==> src/rtl/halloween_frame_encoder.sv <==
// Packs one-hot action requests into 4-slot, 4-bit opcode frames and presents
// each finished frame with a valid/ready handshake. Flush pads a partial frame.
`timescale 1ns/1ps
module halloween_frame_encoder #(
    parameter logic [3:0] PAD_CODE = 4'b0001
) (
    input  logic        clk,
    input  logic        rst,
    input  logic [15:0] req_onehot,
    input  logic        req_valid,
    output logic        req_ready,
    input  logic        flush,
    output logic [15:0] frame_data,
    output logic        frame_valid,
    input  logic        frame_ready,
    output logic [2:0]  slot_count,
    output logic        err_illegal
);

    typedef enum logic [1:0] {IDLE, FILL, HOLD} state_t;

    // Opcode positions that map to a real breadboard action.
    localparam logic [15:0] LEGAL_MASK = 16'h7773;
    localparam logic [15:0] PAD_FRAME  = {4{PAD_CODE}};

    state_t      state;
    logic        accept;
    logic        is_onehot;
    logic        legal;
    logic [3:0]  opcode;
    logic [15:0] data_ins;
    logic [2:0]  cnt_ins;
    logic [15:0] data_pad;

    assign req_ready = (state != HOLD);
    assign accept    = req_valid & req_ready;
    assign is_onehot = (req_onehot != 16'd0) && ((req_onehot & (req_onehot - 16'd1)) == 16'd0);
    assign legal     = is_onehot && ((req_onehot & ~LEGAL_MASK) == 16'd0);

    always_comb begin
        opcode = 4'd0;
        for (int k = 0; k < 16; k++)
            if (req_onehot[k]) opcode = 4'(k);
    end

    // Frame contents after the current request (if any) takes the next slot.
    always_comb begin
        data_ins = frame_data;
        cnt_ins  = slot_count;
        if (accept && legal && state != HOLD) begin
            data_ins[{slot_count[1:0], 2'b00} +: 4] = opcode;
            cnt_ins = slot_count + 3'd1;
        end
    end

    // Flush pads everything above the request just written.
    always_comb begin
        data_pad = data_ins;
        for (int k = 0; k < 4; k++)
            if (3'(k) >= cnt_ins) data_pad[k*4 +: 4] = PAD_CODE;
    end

    always_ff @(posedge clk or posedge rst) begin
        if (rst) begin
            state       <= IDLE;
            slot_count  <= 3'd0;
            frame_data  <= PAD_FRAME;
            frame_valid <= 1'b0;
            err_illegal <= 1'b0;
        end else begin
            err_illegal <= accept & ~legal;
            case (state)
                IDLE, FILL: begin
                    if (cnt_ins == 3'd4) begin
                        state       <= HOLD;
                        slot_count  <= 3'd4;
                        frame_data  <= data_ins;
                        frame_valid <= 1'b1;
                    end else if (flush && cnt_ins != 3'd0) begin
                        state       <= HOLD;
                        slot_count  <= 3'd4;
                        frame_data  <= data_pad;
                        frame_valid <= 1'b1;
                    end else begin
                        state       <= (cnt_ins == 3'd0) ? IDLE : FILL;
                        slot_count  <= cnt_ins;
                        frame_data  <= data_ins;
                    end
                end
                HOLD: begin
                    if (frame_ready) begin
                        state       <= IDLE;
                        slot_count  <= 3'd0;
                        frame_data  <= PAD_FRAME;
                        frame_valid <= 1'b0;
                    end
                end
                default: state <= IDLE;
            endcase
        end
    end

endmodule

==> config.mk <==
export PLATFORM = sky130hd
export DESIGN_NAME = halloween_frame_encoder
export DESIGN_NICKNAME = d
export VERILOG_FILES = /design/src/rtl/halloween_frame_encoder.sv
export SDC_FILE = /design/constraint.sdc
export NUM_CORES = 1
export LEC_CHECK = 0
export ABC_AREA = 1
export CORE_AREA = 2 2 90 92
export DETAILED_ROUTE_END_ITERATION = 8
export DIE_AREA = 0 0 92 94
export PLACE_DENSITY = 0.47
export SETUP_SLACK_MARGIN = 0.1
export SYNTH_ARGS = -nofsm -noshare
export SYNTH_HDL_FRONTEND = slang
export SYNTH_SLANG_ARGS = --single-unit
==> constraint.sdc <==
create_clock -name clk -period 4.7 [get_ports clk]
set_input_delay 0.94 -clock clk [delete_from_list [all_inputs] [get_ports clk]]
set_output_delay 0.94 -clock clk [all_outputs]
set_load 0.01 [all_outputs]
==> run summary, run 1 <==
The logs give 43 for the top-level port count and 3 for the total clock buffers created by CTS. The total die area came out at 8650 sq um. In the post-synthesis netlist, the cell with the most instances is sky130_fd_sc_hd__nand2_1. The die is 92 um wide. In this run the static leakage power is 1.17 nW.

The floorplan step defined a core boundary enclosing 7610 sq um. After synthesis the cells add up to 1870 sq um. Once routing completed, OpenROAD measured the worst setup slack at 1790 ps.

The number of vias after detailed routing is 1906. The floorplan has 32 rows. The combined global-route utilization of all metal layers is 13.0%. The later pin in the worst-skew pair is clocked with a latency of 270 ps. The tools report the signal arrival time at the worst endpoint as 3120 ps. The first global-routing pass estimated 9140 um of wire.

IR analysis of the VDD net gives a maximum drop of 0.155 mV. The startpoint kind of the worst setup timing path is an input pin. In this run the mean area of a mapped cell was 6.42 sq um. Cell accounting for the most synthesized area: sky130_fd_sc_hd__dfrtp_1.

Counting every instance in the synthesized netlist gives 291. The share of power burned in the clock network came out at 21.7%. Counting distinct cell types in the post-synthesis netlist gives 30. Of the synthesized area, sequential elements account for 31.1%.

During placement, the flow inserted port buffers numbering 42. The first-pass iteration count of the detailed router was 4; the number of instances resized during post-cts repair was 0. The area growth from synthesis to layout is 31.8%. TritonCTS built the clock tree. Setup violations remaining at the end of the flow were counted as 0. The run finished with clean final reports.

The most used flip-flop cell after synthesis is sky130_fd_sc_hd__dfrtp_1. Setup repair after global routing left no endpoint under its margin. The average routed wire per standard cell is 12.1 um. In this run switching power makes up 34.1% of total power. The number of vias per cell after detailed routing was 4.35; the period utilization was 62.0%. Sorting the synthesized cells by area gives the leading types as sky130_fd_sc_hd__dfrtp_1 (25%), sky130_fd_sc_hd__nand2_1 (20%), sky130_fd_sc_hd__nor2_1 (7.4%). The analysis attributes to net switching a power of 197 uW.

The congestion estimate from routability-driven global placement came to 0.823. Type of the worst setup path: input pin to flip-flop. For the pin with the worst max-slew slack, the measured transition is 890 ps.

For the combinational power share, the log shows 34.7%. The starting DRC count in detailed routing came out at 88. In this run the power density over the cells is 235 nW/um^2.

For the HPWL reported at the end of detailed placement, the log shows 4240 um. The tools report the clock root buffer as sky130_fd_sc_hd__clkbuf_8. The element type at the critical path end was a flip-flop. After the flow finishes, the layout carries non-filler instances totaling 438. The number of cells on the worst reg-to-reg path is 10. The number of failing hold endpoints at the final stage is 0, and the post-route minimum period is 2910 ps. The total overflow left after global routing is 0. The logs give 1856 for the number of global-route vias before repair and 40.6% for the worst relative slew slack. Before CTS, the worst setup slack after placement is 1510 ps. The tools report the number of antenna violations at the first check in global routing as 0. The proportion of layout cells with a drive suffix above 1 is 12.5%, and the worst hold slack is 504 ps.

0 antenna diodes ended up in the layout. The commonest cells after synthesis are sky130_fd_sc_hd__nand2_1 (98), sky130_fd_sc_hd__nor2_1 (37), sky130_fd_sc_hd__inv_1 (34). Adding up every negative setup slack in the final design gives 0 ps. Number of instances in the placed design: 434. The path class of the tightest hold or removal check is flip-flop to flip-flop. The starting utilization of the core area was 24.6%. Of the post-synthesis cell area, the dominant cell type holds 25.5%. The clock slew at the register clock pins of the worst setup and hold paths works out to 90 ps.

From bottom edge to top edge, the die measures 94 um. The total length of routed wires is 5290 um. The Yosys step of the flow raised 0 warnings. The run gives 2 as the deepest clock path buffer count. The max-capacitance violation count is 0, and the data required time of the critical path is 4910 ps.

The number of enable flip-flop cells after synthesis was 0; the maximum number of pins on one net before global-route repair was 24. In this run the remaining antenna-violating nets after routing total 0. The final max-slew violation count was 0; the cell count of the worst hold path was 2. The clock sink count is 23, and the net count after synthesis is 318.

Of all flip-flops after synthesis, the portion carrying an async set or reset was 100%. Buffers inserted to repair hold after CTS numbered 0. The part of the total power dissipated in sequential elements is 43.6%, and the post-CTS setup buffer count is 0.

Across the routed clock network, the largest skew measured is 8.37 ps. The run gives 364 as the final net count. The logs give 343 MHz for the maximum clock frequency and 1 for the deepest level of the CTS H-tree. The number of register bits inferred by synthesis was 23; the internal power was 381 uW. The final routed DRC violation total is 0, and the worst-path maximum fanout is 4.
-- state kept, by name, indices dropped and copies added, names as in the netlist --
| name | cells |
|---|---|
| err_illegal | 1 |
| slot_count | 3 |
| frame_valid | 1 |
| frame_data | 16 |
| state | 2 |
-- cell families (layout without fill, tap and decap cells) --
family / after synthesis / after routing / synth area share, %
buffers and inverters: 45 / 90 / 9.11
XOR/XNOR: 1 / 1 / 0.469
flip-flops: 23 / 23 / 31.1
adder cells (fa/ha/maj): 6 / 6 / 4.02
AO/OA/AOI/OAI: 33 / 33 / 10.2
AND/OR/NAND/NOR: 183 / 183 / 45.1
-- critical path, stage by stage --
cell                              delay, ps
sky130_fd_sc_hd__clkdlybuf4s50_1        480
sky130_fd_sc_hd__nor2_2                 190
sky130_fd_sc_hd__nand2_1                100
sky130_fd_sc_hd__nor2_2                 170
sky130_fd_sc_hd__nand2_1                 70
sky130_fd_sc_hd__nand2_1                 70
sky130_fd_sc_hd__nand3_2                120
sky130_fd_sc_hd__nor2_1                 120
sky130_fd_sc_hd__nand3_1                190
sky130_fd_sc_hd__nor3_2                 290
sky130_fd_sc_hd__nand3_1                120
sky130_fd_sc_hd__a21oi_1                140
sky130_fd_sc_hd__nand2_1                 70
sky130_fd_sc_hd__nand2_1                 50
-- metrics by stage --
step	power, mW	cell area, sq um	utilization, %
6_report	0.578	2460	32.4
5_1_grt	0.620	2460	32.4
4_1_cts	0.587	2460	32.4
3_5_place_dp	0.458	2420	31.8
3_3_place_gp	0.462	2420	31.8
2_1_floorplan	0.358	1870	-
-- per-layer routing --
metal / wire, um / GRT usage, % / up-vias
met5: 0 / 0 / -
met3: 292 / 3.05 / 10
met2: 2240 / 20.3 / 47
met4: 77 / 3.11 / 0
met1: 2680 / 18.3 / 839
li1: - / - / 1010
-- layout make-up --
class	count	area, sq um
Fill cell	864	5140
Multi-Input combinational cell	223	1120
Sequential cell	23	581
Timing Repair Buffer	43	428
Inverter	43	163
Tap cell	102	128
Clock buffer	3	41.3
Clock inverter	1	5.00
-- path summary, 6_finish.rpt --
check	startpoint	end	slack, ps
setup / recovery	req_onehot[4]	frame_data[9]	1790
hold / removal	frame_valid	frame_valid	500
setup reg to reg	slot_count[0]	frame_data[9]	2510
hold reg to reg	frame_valid	frame_valid	500
max in group asynchronous	rst	frame_data[3]	3000
min in group asynchronous	rst	frame_data[15]	1150
-- power by group through the flow --
stage / Sequential, mW / Clock [mW] / Combinational [mW]
after global placement: 0.256 / 0 / 0.205
after detailed placement: 0.256 / 0 / 0.202
after CTS: 0.252 / 0.131 / 0.203
after global routing: 0.257 / 0.137 / 0.226
after floorplan: 0.259 / 0 / 0.0993
final: 0.252 / 0.125 / 0.201
-- layout by cell type (no fill, tap or decap), drive strengths merged --
cell,n
o21ai,12
a22oi,8
clkdlybuf4s50,42
a21oi,10
nand3,18
or2,1
xnor2,1
nand4,6
buf,1
nand2,106
dfrtp,19
nor2,47
o211ai,1
clkinv,3
ha,6
inv,41
clkbuf,3
o22ai,1
dfstp,4
nand3b,1
a31oi,1
nor3,4
(Power assumes the default switching activity.)
==> run 2, diff against run 1 <==
PLACE_DENSITY = 0.48   (was 0.47)
clock period = 2.6 ns   (was 4.7 ns; I/O delays follow)
==> run summary, run 2 (same netlist as run 1, synthesis figures left out) <==
The run gives 0.840 (was 0.823) as the final RePlAce weighted congestion. Dividing the final minimum period by the clock period gives 91.3%. The flow ran to the end, and the final reports show no timing, DRC or antenna violations. The run gives 20.8% (was 21.7%) as the share of power burned in the clock network. The tools report the startpoint of the worst hold path as frame_valid (unchanged). The number of flip-flops under the largest register name was 16 (unchanged); the clock slew at the register clock pins of the worst setup and hold paths was 80 ps (was 90 ps). For the number of global-route vias before repair, the log shows 1824 (was 1856).

The leading cell type in the layout, fill and taps excluded was sky130_fd_sc_hd__nand2_1 (unchanged). The run gives 1.08 mW (was 578 uW) as the total design power. The first-pass iteration count of the detailed router is 4 (unchanged), and the transition time of the tightest slew-check pin is 388 ps (was 890 ps). The part of the total power dissipated in sequential elements came out at 41.3% (was 43.6%). The number of buffers and inverters on the critical path was 3 (was 1).

The total clock buffers created by CTS came out at 3 (unchanged). Most used cells in the layout excluding fill and tap cells: sky130_fd_sc_hd__nand2_1 (96), sky130_fd_sc_hd__inv_1 (33), sky130_fd_sc_hd__clkdlybuf4s50_1 (31), sky130_fd_sc_hd__buf_4 (31), sky130_fd_sc_hd__nor2_1 (30) (was sky130_fd_sc_hd__nand2_1 (98), sky130_fd_sc_hd__clkdlybuf4s50_1 (42), sky130_fd_sc_hd__nor2_1 (37), sky130_fd_sc_hd__inv_1 (34), sky130_fd_sc_hd__dfrtp_1 (19)). The highest cell delay on the worst timing path works out to 500 ps (was 480 ps).

The tools report the global-route wire length before repair as 8890 um (was 9140 um). The worst-path maximum fanout is 5 (was 4). The deepest level of the CTS H-tree came out at 1 (unchanged). The run gives 821 (was 864) as the fill cell total of the finished layout. The element type at the critical path end is a flip-flop (unchanged). Cell with the biggest individual delay on the critical path: sky130_fd_sc_hd__clkdlybuf4s50_1 (unchanged). The logs give 2 (unchanged) for the deepest clock path buffer count and 0.254 mV (was 0.155 mV) for the peak supply drop.

The clock root buffer is sky130_fd_sc_hd__clkbuf_8 (unchanged). The total congestion overflow is 0 (unchanged). Largest delay contributor family on the critical path: simple AND/OR/NAND/NOR gates (unchanged).

The logs give 23 (unchanged) for the clock sink count and 1.45 nW (was 1.17 nW) for the cell leakage power. Subtracting the final worst setup slack from the clock period gives 2380 ps. The power spent charging and discharging nets was 367 uW (was 197 uW); the core area was 7610 sq um (unchanged). The final net count came out at 394 (was 364). Launching element of the worst setup path: req_onehot[12] (was req_onehot[4]). Number of vias per cell after detailed routing: 4.22 (was 4.35). TritonCTS built the clock tree. The starting DRC count in detailed routing came out at 85 (was 88).

The total power density per cell area came out at 386 nW/um^2 (was 235 nW/um^2). For the total die area, the log shows 8650 sq um (unchanged). The tools report the count of nets left with antenna violations after detail routing as 0 (unchanged). Sequence of cells on the critical path: clkdlybuf4s50_1 -> nor2_2 -> nand2_1 -> nor2_1 -> nand2_1 -> nand2_1 -> nand3_2 -> nor2_4 -> nand3_4 -> inv_4 -> nand2_2 -> nand2_4 -> inv_2 -> o211ai_1 -> o21ai_1 (was clkdlybuf4s50_1 -> nor2_2 -> nand2_1 -> nor2_2 -> nand2_1 -> nand2_1 -> nand3_2 -> nor2_1 -> nand3_1 -> nor3_2 -> nand3_1 -> a21oi_1 -> nand2_1 -> nand2_1). The run gives 2750 ps (was 4910 ps) as the data required time of the critical path.

The worst relative slew slack was 74.0% (was 40.6%); the starting utilization of the core area was 24.6% (unchanged). The count of buffers inserted at the top-level ports works out to 42 (unchanged). The combinational power share was 37.9% (was 34.7%); the maximum clock frequency was 421 MHz. The tools report the diode insertion count for antenna repair as 0 (unchanged).

The type of the worst min-delay path was flip-flop to flip-flop (unchanged). The die span in x came out at 92 um (unchanged). The final max-slew violation count came out at 0 (unchanged).

The final routed DRC violation total was 0 (unchanged); the signal arrival time at the worst endpoint was 2520 ps (was 3120 ps). Type of the worst setup path: input pin to flip-flop (unchanged). The average routed wire per standard cell is 11.6 um (was 12.1 um). The row count was 32 (unchanged). Setup repair after global routing left no endpoint under its margin. The run gives 5420 um (was 5290 um) as the total length of routed wires.

The register name with the most flops is frame_data (unchanged). Total setup violations reported at the end of the flow: 0 (unchanged). Origin of the critical flop-to-flop path: slot_count[0] (unchanged).

The maximum number of pins on one net before global-route repair was 24 (unchanged). Leading registers by flop count: frame_data x16, slot_count x3, state x2 (unchanged). The top-level port count is 43 (unchanged), and the number of failing hold endpoints at the final stage is 0 (unchanged).

The proportion of layout cells with a drive suffix above 1 works out to 23.5% (was 12.5%). The worst-case clock skew came out at 5.28 ps (was 8.37 ps). The number of vias after detailed routing is 1977 (was 1906), and the max-capacitance violation count is 0 (unchanged). The later-pin clock latency in the skew report was 270 ps (about the same).

The run gives 497 ps (was 504 ps) as the worst hold slack. The switching power as a share of total power is 34.0% (was 34.1%), and the y dimension of the die is 94 um (unchanged). The growth of design area from synthesis to finish came out at 49.6% (was 31.8%). The combined global-route utilization of all metal layers was 12.7% (was 13.0%); the number of antenna violations at the first check in global routing was 0 (unchanged). The tools report the internal power as 712 uW (was 381 uW). The HPWL reported at the end of detailed placement came out at 4270 um (was 4240 um). The most repeated library cell on the critical path is sky130_fd_sc_hd__nand2_1 (unchanged).

Startpoint kind of the worst setup timing path: an input pin (unchanged).
run 2: cell count changes in the layout (fill, tap and decap cells not counted), moves of 3 or more:
| cell | previous run | this run |
|---|---|---|
| sky130_fd_sc_hd__buf_4 | 1 | 31 |
| sky130_fd_sc_hd__clkdlybuf4s50_1 | 42 | 31 |
| sky130_fd_sc_hd__dlymetal6s2s_1 | 0 | 11 |
| sky130_fd_sc_hd__nor2_1 | 37 | 30 |
| sky130_fd_sc_hd__nor2_4 | 4 | 8 |
| sky130_fd_sc_hd__nor2_2 | 6 | 9 |
run 2: path summary, 6_finish.rpt:
path                                       to  slack, ps  cells past startpoint
min in group asynchronous         err_illegal        590                      3
worst min register to register    frame_valid        500                      2
worst min-delay path              frame_valid        500                      2
worst max register to register  frame_data[9]        660                     10
worst max-delay path                 state[1]        220                     15
max in group asynchronous       frame_data[4]       1720                      3
run 2: worst register-to-register path: stages, from the launching register on:
cell and delay, ps:
sky130_fd_sc_hd__dfrtp_1 380, sky130_fd_sc_hd__inv_1 240, sky130_fd_sc_hd__ha_1 330, sky130_fd_sc_hd__inv_1 160, sky130_fd_sc_hd__nand4_1 140, sky130_fd_sc_hd__nand2_2 140, sky130_fd_sc_hd__inv_1 70, sky130_fd_sc_hd__nand2_1 70
sky130_fd_sc_hd__nand4_2 140, sky130_fd_sc_hd__nand2_1 110, sky130_fd_sc_hd__nand2_1 60
run 2: per-layer routing:
metal / vias to the layer above / share of wire (%) / GRT usage, %
li1: 1066 / - / -
met3: 2 / 4.6 / 2.73
met1: 877 / 52 / 19.0
met4: 0 / 0.31 / 1.62
met2: 32 / 43 / 19.2
met5: - / 0 / 0
run 2: through the flow:
stage                     instances  setup WS, ps  setup TNS (ps)  cell area (sq um)  util [%]
after floorplan                 291           628               0               1870         -
after global placement          461          -220           -2720               2620      34.4
after detailed placement        461          -186           -2300               2620      34.4
after CTS                       465           120               0               2670      35.1
after global routing            468          96.7               0               2800      36.7
final                           468           225               0               2800      36.7
run 2: what timing repair did:
| action | in CTS | in global routing |
|---|---|---|
| pin swaps | 0 | 15 |
| hold buffers | 0 | 0 |
| endpoints found under the setup margin | 1 | 19 |
| setup buffers | 0 | 3 |
| resized for setup | 1 | 32 |
run 2: power by group through the flow:
| stage | registers (mW) | logic (mW) | clock network, mW |
|---|---|---|---|
| floorplan | 0.467 | 0.179 | 0 |
| global placement | 0.452 | 0.405 | 0 |
| detailed placement | 0.452 | 0.402 | 0 |
| CTS | 0.446 | 0.405 | 0.239 |
| global route | 0.451 | 0.450 | 0.259 |
| finish | 0.445 | 0.409 | 0.225 |
run 2: cell type report:
class	instances	area [sq um]	share of cell area [%]
inverters	43	164	5.86
clock inverters	1	5.00	0.179
flip-flops and latches	23	581	20.8
clock buffers	3	41.3	1.48
multi-input cells	223	1200	42.8
well taps	102	128	4.57
repair buffers	73	681	24.4
==> RTL edit (flow settings as in run 1) <==
The output `err_illegal` loses its register stage (`err_illegal` becomes a continuous assignment).
--- a/src/rtl/halloween_frame_encoder.sv
+++ b/src/rtl/halloween_frame_encoder.sv
@@ -67,7 +67,5 @@
             frame_data  <= PAD_FRAME;
             frame_valid <= 1'b0;
-            err_illegal <= 1'b0;
         end else begin
-            err_illegal <= accept & ~legal;
             case (state)
                 IDLE, FILL: begin
@@ -101,4 +99,6 @@
     end
 
+    assign err_illegal = accept & ~legal;
+
 endmodule
 
Function: changed (Yosys sat finds a counterexample within 4 cycles, from zero or initial values and one cycle with rst high).
==> RTL edit against run 1 <==
Sequential power up 11%; wire length down 0.70%; clock skew down 0.0071 ns; worst setup slack worse by 1.1 ns; area after synthesis down 0.47%; total power up 23%; design area down 0.61%; sequential share of layout area down 0.88 points; sequential cell count down 1.
==> RTL edit: results (changes against run 1) <==
- Routed metal-1 wire length: 2.66 mm (-0.97%)
- Count of input and output buffers: 42 (unchanged)
- Final routed wire length divided by cell count: 11.9 um (-1.2%)
- Unique masters post-synth: 29 (-3.3%)
- Outcome: finished clean
- Placed wire-length estimate after detailed placement: 4.15 mm (-2.2%)
- Via density per instance: 4.39 (+0.90%)
- Share of layout cells above drive strength 1: 10.4% (-2.1 points)
- DR WL met3: 160 um (-45%)
- Largest fanout on the critical path: 5 (+1)
- Psw: 272 uW (+38%)
- Post-route non-filler standard cell count: 440 (+0.46%)
- Signal inverters: 43 (unchanged)
- Slowest cell on the critical path: clkdlybuf4s50_1
- Peak supply drop: 110 uV (-29%)
- Weighted congestion reported at the end of routability-driven placement: 0.813 (-1.2%)
- Deepest clock path buffer count: 2 (unchanged)
- XOR/XNOR share of the synthesized area: 0.471% (+0.0022 points)
- Synth area leaders: dfrtp_1, nand2_1, inv_1
- Register-to-register setup slack: 1.90 ns (-0.61 ns)
- Synth Warn #: 0 (unchanged)
- Clock Network Area Fraction: 2.25% (+0.37 points)
- Total number of multi-input combinational cells: 226 (+1.3%)
- Register area share after synthesis: 29.9% (-1.2 points)
- Post_cts resized: 0 (unchanged)
- Actual transition at the worst max-transition pin: 0.862 ns (-0.0275 ns)
- Leading post-synthesis cells by instance count: nand2_1, inv_1, nor2_1
- Met2 wirelength from detailed routing: 2.39 mm (+6.7%)
- Fraction of area in multi-input gates: 45.8% (+0.38 points)
- Clock buffer instance count of the final layout: 4 (+1)
- Reported leakage power: 1.13 nW (-3.3%)
- Later-pin clock latency in the skew report: 0.27 ns (about the same)
- Synth Area in Adders: 4.04% (+0.019 points)
- Final sequential cell count: 22 (-4.3%)
- Proportion of cell area occupied by registers: 22.7% (-0.88 points)
- Pin count of the biggest net entering global routing: 23 (-4.2%)
- Combined global-route utilization of all metal layers: 12.8% (-0.18 points)
- First-pass GRT wire length: 8.96 mm (-1.9%)
- Switching Share: 38.4% (+4.3 points)
- Count of filler cells inserted in the layout: 868 (+0.46%)
- Average cell area after synthesis: 6.30 um2 (-1.8%)
- Register area: 556 um2 (-4.3%)
- CP max stage delay: 0.56 ns (+0.08 ns)
- Vias in the first global route: 1871 (+0.81%)
- Compound-cell area share of the yosys netlist: 9.83% (-0.36 points)
- Signal buf overhead: 17.5% (+0.11 points)
- DRC violation total after the first TritonRoute iteration: 104 (+18%)
- Worst Path Arrival: 3.09 ns (-0.03 ns)
- Final net count: 366 (+0.55%)
- Post-Route Skew: 0.00124 ns (-0.00713 ns)
## RTL edit: cell types whose count changed after synthesis, moves of 3 or more
cell / before / now
nand3_1: 16 / 21
inv_1: 34 / 41
o21ai_1: 9 / 6
a22oi_1: 8 / 2
inv_2: 7 / 1
o21ai_0: 3 / 9
## RTL edit: path summary, 6_finish.rpt
kind	to	cells past startpoint	start
max reg2reg	frame_data[11]$_DFFE_PP0P_	12	state[1]$_DFFE_PP0P_
min reg2reg	frame_valid$_DFFE_PP0P_	2	frame_valid$_DFFE_PP0P_
max in group asynchronous	slot_count[0]$_DFFE_PP0P_	2	rst
min	frame_valid$_DFFE_PP0P_	2	frame_valid$_DFFE_PP0P_
max	err_illegal	11	req_onehot[13]
min in group asynchronous	frame_data[6]$_DFFE_PP0P_	2	rst
## RTL edit: metal layers
metal / vias to the layer above / track usage [%]
met4: 0 / 2.61
met5: - / 0
li1: 1010 / -
met1: 883 / 17.8
met2: 33 / 21.4
met3: 6 / 1.77
## RTL edit: power by group through the flow
stage               Combinational, mW  Sequential (mW)  Clock [mW]
floorplan                       0.145            0.277           0
global placement                0.289            0.284           0
detailed placement              0.289            0.283           0
CTS                             0.291            0.280       0.148
global route                    0.315            0.287       0.152
finish                          0.287            0.279       0.142
## RTL edit: metrics by stage
| step | utilization, % | hold slack [ns] | setup WS (ns) |
|---|---|---|---|
| detailed placement | 31.4 | 0.477 | 0.688 |
| finish | 32.2 | 0.488 | 0.668 |
| global placement | 31.4 | 0.466 | 0.754 |
| floorplan | - | 0.512 | 1.81 |
| CTS | 32.2 | 0.500 | 0.687 |
| global route | 32.2 | 0.521 | 0.427 |
## RTL edit: worst max-delay path, delay by kind of cell
family	cells	cell delay (ns)
buf+inv	3	1.10
simple gates	8	1.06
